==> src/rtl/uart_pkg.sv <==
// Shared UART constants: character width, default receive-FIFO depth,
// and the 50 MHz / 9600 baud timing used by the receiver and transmitter.
package uart_pkg;

    localparam int UART_DW         = 8;
    localparam int UART_FIFO_DEPTH = 16;

    localparam int CLK_HZ          = 50_000_000;
    localparam int BAUD            = 9600;
    localparam int CLKS_PER_BIT    = CLK_HZ / BAUD;
    localparam int OVERSAMPLE      = 16;
    localparam int CLKS_PER_SAMPLE = CLK_HZ / (BAUD * OVERSAMPLE);
    localparam int DATA_BITS       = 8;
    localparam int STOP_BITS       = 1;

    // Per-cycle FIFO activity; encoding is {read, write}.
    typedef enum logic [1:0] {
        FIFO_OP_IDLE  = 2'b00,
        FIFO_OP_WR    = 2'b01,
        FIFO_OP_RD    = 2'b10,
        FIFO_OP_WR_RD = 2'b11
    } fifo_op_t;

    function automatic fifo_op_t fifo_op(input logic wr, input logic rd);
        return fifo_op_t'({rd, wr});
    endfunction

endpackage

==> src/rtl/uart_fifo_ram.sv <==
// Simple dual-port RAM: synchronous write, synchronous read-before-write.
// Only the read register is reset; the array itself is never cleared.
module uart_fifo_ram #(
    parameter int DEPTH = 16,
    parameter int W     = 9,
    parameter int AW    = $clog2(DEPTH)
) (
    input  logic          clk,
    input  logic          rst,
    input  logic          we,
    input  logic [AW-1:0] waddr,
    input  logic [W-1:0]  wdata,
    input  logic          re,
    input  logic [AW-1:0] raddr,
    output logic [W-1:0]  rdata
);

    logic [W-1:0] mem [DEPTH];

    always_ff @(posedge clk) begin
        if (we) begin
            mem[waddr] <= wdata;
        end
    end

    // Same-address read and write return the old entry, which is what a
    // simultaneous push/pop on a full FIFO needs.
    always_ff @(posedge clk) begin
        if (rst) begin
            rdata <= '0;
        end else if (re) begin
            rdata <= mem[raddr];
        end
    end

endmodule

==> src/rtl/uart_rx_fifo.sv <==
// Receive FIFO between the UART receiver and its consumer: stores each
// character with its frame-error flag and flags dropped characters.
module uart_rx_fifo
    import uart_pkg::*;
#(
    parameter int DEPTH = UART_FIFO_DEPTH,
    parameter int DW    = UART_DW
) (
    input  logic                     clk,
    input  logic                     rst,
    input  logic [DW-1:0]            rx_data,
    input  logic                     rx_frame_err,
    input  logic                     rx_valid,
    input  logic                     rd_en,
    output logic [DW-1:0]            rd_data,
    output logic                     rd_frame_err,
    output logic                     rd_valid,
    output logic                     empty,
    output logic                     full,
    output logic [$clog2(DEPTH):0]   count,
    output logic                     overrun,
    input  logic                     ovr_clr
);

    localparam int AW = $clog2(DEPTH);
    localparam int CW = AW + 1;
    localparam logic [AW-1:0] PTR_ONE = AW'(1);
    localparam logic [CW-1:0] CNT_ONE = CW'(1);
    localparam logic [CW-1:0] CNT_MAX = CW'(DEPTH);

    // Handshake: rx_valid and rd_valid are single-cycle strobes with no
    // back-pressure; rd_en is a request, accepted only when not empty, and
    // answered by rd_valid exactly one cycle later.

    logic [AW-1:0] wr_ptr;
    logic [AW-1:0] rd_ptr;
    logic [CW-1:0] count_nxt;
    logic          rd_accept;
    logic          wr_accept;
    logic          drop;
    fifo_op_t      op;
    logic [DW:0]   ram_rdata;

    assign empty = (count == '0);
    assign full  = (count == CNT_MAX);

    // A pop frees a slot in the same cycle, so a full FIFO can still accept
    // a write alongside an accepted read.
    assign rd_accept = rd_en && !empty && !rst;
    assign wr_accept = rx_valid && (!full || rd_accept) && !rst;
    assign drop      = rx_valid && full && !rd_accept && !rst;
    assign op        = fifo_op(wr_accept, rd_accept);

    always_comb begin
        count_nxt = count;
        case (op)
            FIFO_OP_WR:    count_nxt = count + CNT_ONE;
            FIFO_OP_RD:    count_nxt = count - CNT_ONE;
            default:       count_nxt = count;
        endcase
    end

    always_ff @(posedge clk) begin
        if (rst) begin
            wr_ptr   <= '0;
            rd_ptr   <= '0;
            count    <= '0;
            rd_valid <= 1'b0;
        end else begin
            if (wr_accept) begin
                wr_ptr <= wr_ptr + PTR_ONE;
            end
            if (rd_accept) begin
                rd_ptr <= rd_ptr + PTR_ONE;
            end
            count    <= count_nxt;
            rd_valid <= rd_accept;
        end
    end

    // A drop in the same cycle as a clear leaves overrun set.
    always_ff @(posedge clk) begin
        if (rst) begin
            overrun <= 1'b0;
        end else if (drop) begin
            overrun <= 1'b1;
        end else if (ovr_clr) begin
            overrun <= 1'b0;
        end
    end

    uart_fifo_ram #(
        .DEPTH (DEPTH),
        .W     (DW + 1)
    ) u_ram (
        .clk   (clk),
        .rst   (rst),
        .we    (wr_accept),
        .waddr (wr_ptr),
        .wdata ({rx_frame_err, rx_data}),
        .re    (rd_accept),
        .raddr (rd_ptr),
        .rdata (ram_rdata)
    );

    // The RAM read register only loads on an accepted read, so these hold
    // their last value between pops.
    assign rd_frame_err = ram_rdata[DW];
    assign rd_data      = ram_rdata[DW-1:0];

endmodule

==> config.mk <==
export PLATFORM = sky130hd
export DESIGN_NAME = uart_rx_fifo
export DESIGN_NICKNAME = d
export VERILOG_FILES = /design/src/rtl/uart_pkg.sv /design/src/rtl/uart_fifo_ram.sv /design/src/rtl/uart_rx_fifo.sv
export SDC_FILE = /design/constraint.sdc
export NUM_CORES = 1
export LEC_CHECK = 0
export ABC_AREA = 1
export CAP_MARGIN = 20
export CORE_MARGIN = 8
export CORE_UTILIZATION = 30
export DETAILED_ROUTE_END_ITERATION = 8
export HOLD_SLACK_MARGIN = 0.02
export SLEW_MARGIN = 0
export SYNTH_ARGS = -nofsm -noshare
export SYNTH_HDL_FRONTEND = slang
export SYNTH_SLANG_ARGS = --single-unit
export TNS_END_PERCENT = 100
==> constraint.sdc <==
create_clock -name clk -period 3.5 [get_ports clk]
set_input_delay 0.875 -clock clk [delete_from_list [all_inputs] [get_ports clk]]
set_output_delay 0.875 -clock clk [all_outputs]
set_load 0.05 [all_outputs]
After elaboration in Yosys (flattened, before gate mapping)
Memory sizes are Yosys's and may differ from the RTL's. A register that Yosys moved wholly into a read port is not among the register bits. Cells that the tools add are included.

Flip-flop bits (word level): 15. Input port bits: 14. Bits in writable memories: 144. Logic and storage cells: 33. Output and inout bits: 18. Memories kept: 1.

Reductions and logical operators: 15. Equality and inequality tests: 3. Add/subtract/negate cells: 4. Multiplexer cells: 5.

Memory list: u_ram.mem (words 16, bits a word 9, read ports 1, clocked after Yosys merged registers in 1, wr ports 1, RTL line uart_fifo_ram.sv:18) `logic [W-1:0] mem [DEPTH];`.

Operators with widths (number): one-hot mux 5 bit (2 select lines) (1); adder 4 x 1 -> 4 bit, second input constant (2); logical AND 1 bit (7); adder 5 x 1 -> 5 bit, second input constant (1); == test 5 bit, second input constant (1); zero test 5 bit (1); subtractor 5 x 1 -> 5 bit, second input constant (1); zero test 1 bit (4); 2-to-1 mux 1 bit (4); nonzero test 2 bit (2); == test 2 x 1 -> 1 bit, second input constant (1); == test 2 bit, second input constant (1); logical OR 1 bit (1).

Longest topological paths before layout
Depth in word-level cells: 9. Depth in mapped cells: 14. Mapped depth without buffers: 14.

Cells and area by module
From an unflattened synthesis, not the netlist that was laid out.

Cell total of the unflattened synthesis: 664. Area, all modules: 7130.6 um2.

Modules (own cells, without submodules): uart_fifo_ram (times used 1, sequential area each 4504.3 um2, cells each 546, area each 6256.0 um2); uart_rx_fifo (times used 1, sequential area each 300.3 um2, cells each 118, area each 874.6 um2).

Worst setup path before layout
No wires, ideal clock.

Kind: register to output. Start point: register count[4]. End point: output full. Required time: 2625 ps. Stages on the path, launching flop included: 3. Slack: 714 ps. Arrival: 1911 ps. Buffers on the path: 0. Cells stage by stage: dfxtp_1 -> inv_2 -> nor3_1.

Word-level cells in the longest chain between the ends: 1.

RTL lines: start, declared (RTL line uart_rx_fifo.sv:20) `output logic [$clog2(DEPTH):0] count,`; start signal, assigned (RTL line uart_rx_fifo.sv:76) `count <= count_nxt;`; == test 5 bit (RTL line uart_rx_fifo.sv:45) `assign full = (count == CNT_MAX);`; end, declared (RTL line uart_rx_fifo.sv:19) `output logic full,`.

No other way between the ends.

Final worst setup path
Start point: register count[1]. End point: output full.

Same word-level chain as after synthesis.

==> run_results.csv <==
group,metric,value,unit
status,status,"finished, final reports clean",
clock_network,cts_htree_levels,4,
detailed_routing,ant_nets,0,
yosys,ys.flop_type,"edfxtp_1",
setup_path,slowest_delay,0.85,ns
power_and_ir_drop,p_leak,3.65,nW
placed_design,post-dp-hpwl,11200,µm
finish,drive_above_1_share,8.21,%
yosys,ys_seq_area_share,65.4,%
yosys,synth_commonest_cells,"nand2_1, edfxtp_1, nand3_1",
yosys,async_reset_ff_share,0,%
global_routing,grt_pass1_wl,28000,µm
yosys,ys_warn_count,0,
floorplan,die_h,173,µm
sta,worst_slew_pin_slew,0.845,ns
global_routing,grt_overflow_total,0,
floorplan,start_util,30.4,%
setup_path,critical_path.max_fanout,4,
setup_path,cp_cell_sequence,"inv_1, nand2_1, nor3_1, clkdlybuf4s50_1",
sta,setup_tns,0,ns
detailed_routing,drc,0,
placed_design,io_buffers,31,
setup_path,cp_data_arrival_time,2.08,ns
min_path,hp-class,"flip-flop to flip-flop",
clock_network,cts_tree,"done",
global_routing,antenna_found_initial,0,
floorplan,die-area,29800,µm²
sta,clock.fmax,338,MHz
yosys,yosysTopAreaCell,"edfxtp_1",
clock_network,post_cts_buffers,0,
power_and_ir_drop,powerDensity,593,nW/µm²
setup_path,end_kind,"output pin",
run,max_cap_viol_count,0,
setup_path,critPathBufInv,2,
clock_network,cts_root_buf,"clkbuf_16",
floorplan,rows,57,
sta,slew_headroom,43.6,%
yosys,synth.most_common_cell,"nand2_1",
clock_network,cts_hold_buf,0,
setup_path,critical_path_class,"flip-flop to output pin",
floorplan,ios,32,
clock_network,cts.clk_slew.worst_paths,0.06,ns
clock_network,clockBufferDepth,2,
global_routing,grt_use_total,12.1,%
floorplan,core-area,24200,µm²
finish,layout.nets,815,
yosys,ys_seq_elements,168,
yosys,post_synth.cell_area_avg,9.84,µm²
yosys,synth_edf_count,144,
yosys,synth_nets,771,
yosys,syn_area,7350,µm²
detailed_routing,post_drt_wl_per_cell,15.7,µm
clock_network,ctsResizeCount,0,
sta,hold_viol,0,
sta,period_minus_slack,2.96,ns
finish,syn_to_final_growth,18.4,%
sta,whs,0.468,ns
detailed_routing,first_pass_iters,5,
setup_path,reg2reg_slack,1.03,ns
placed_design,post_dp_cell_area,8100,µm²
min_path,worstHoldStart,"overrun$_SDFFE_PP0P_",
yosys,ys_types,25,
detailed_routing,viasPerCell,4.38,
yosys,synth_top_area_share,58.8,%
sta,setup_viol,0,
detailed_routing,drt_iter0_markers,457,
sta,fin_skew,0.00905,ns
placed_design,globalplace.congestion,0.782,
finish,final_cell_area,8700,µm²
power_and_ir_drop,ir_worst_vdd,0.000257,V
sta,post-route-period-util,84.5,%
clock_network,clk_latency,0.43,ns
detailed_routing,wirelength,17700,µm
yosys,postSynthCellCount,747,
sta,drv_slew,0,
setup_path,r2r_start,"count[1]$_SDFFE_PP0P_",
clock_network,cts.sinks,168,
global_routing,first_global_vias,4872,
setup_path,required,2.62,ns
yosys,synth_area_leaders,"edfxtp_1, nand2_1, nand3_1",
sta,rsz0062_at_grt,"no",
setup_path,startpoint_type,"flip-flop",
finish,fin_util,36.0,%
setup_path,crit_family,"buffers and inverters",
finish,antenna_cells,0,
clock_network,cts_buffers,17,
setup_path,critPathLaunch,"count[1]$_SDFFE_PP0P_",
global_routing,grt_start_max_net_pins,74,
floorplan,die_w,173,µm
detailed_routing,route.vias.total,4941,
setup_path,cpMaxStageDelayCell,"clkdlybuf4s50_1",
## flip-flops by register name, indices dropped and copies added, names as in the netlist
name,flops
u_ram.rdata,9
overrun,1
u_ram.mem,144
wr_ptr,4
rd_ptr,4
count,5
rd_valid,1
## through the flow
stage / total power [W] / instances / setup WS (ns)
floorplan: 0.00298 / 747 / 0.714
global placement: 0.00327 / 1096 / 0.281
detailed placement: 0.00328 / 1096 / 0.246
CTS: 0.00520 / 1128 / 0.513
global route: 0.00538 / 1128 / 0.432
finish: 0.00516 / 1128 / 0.542
## layout by cell type (no fill, tap or decap), drive strengths merged
cell	netlist	layout
nand2	263	263
edfxtp	144	144
nand3	109	109
inv	105	106
clkdlybuf4s50	0	31
nor2	30	30
buf	24	28
dfxtp	24	24
clkbuf	10	17
a21oi	11	11
ha	9	9
clkinv	0	7
o21ai	6	6
bufinv	0	4
clkinvlp	0	3
nor3	3	3
xor2	2	2
xnor2	2	2
nand4	1	1
o211ai	1	1
a211oi	1	1
nor3b	1	1
fa	1	1
## logic make-up after synthesis
| logic type | after synthesis | synth area share, % |
|---|---|---|
| AOI/OAI and AO/OA | 19 | 1.36 |
| xor gates and xnor gates | 4 | 0.477 |
| adders and majority gates | 10 | 1.80 |
| buffers and inverters | 139 | 7.99 |
| DFF | 168 | 65.4 |
| and+or+nand+nor | 407 | 23.0 |
## cell type report
type	instances	area, µm²
fillers	2403	15500
multi-input cells	440	1960
repair buffers	59	533
inverters	105	394
flip-flops and latches	168	4810
clock buffers	17	425
clock inverters	15	183
well taps	324	405
## routing by layer
metal / GRT usage (%) / share of wire, % / vias up
li1: - / - / 2496
met1: 15.7 / 46 / 2315
met2: 19.4 / 47 / 105
met3: 2.63 / 4.4 / 25
met4: 4.93 / 2.1 / 0
met5: 0 / 0 / -
## worst paths after layout
kind | depth (start not counted) | end
worst max-delay path | 4 | full
worst min-delay path | 2 | overrun$_SDFFE_PP0P_
worst max register to register | 13 | count[3]$_SDFFE_PP0P_
worst min register to register | 2 | overrun$_SDFFE_PP0P_
## where the power goes
| group | internal [W] | leakage [nW] | switching, W |
|---|---|---|---|
| registers | 0.00223 | 1.49 | 0.0000390 |
| clock network | 0.00118 | 0.291 | 0.000754 |
| logic | 0.000285 | 1.87 | 0.000673 |
| total | 0.00370 | 3.65 | 0.00147 |
## tightest hold or removal path, cell delays in order (launching register included)
cell and delay (ns):
dfxtp_1 0.31, nand2_1 0.06, a21oi_1 0.05
Note: power is estimated with default switching activity, not from simulation.
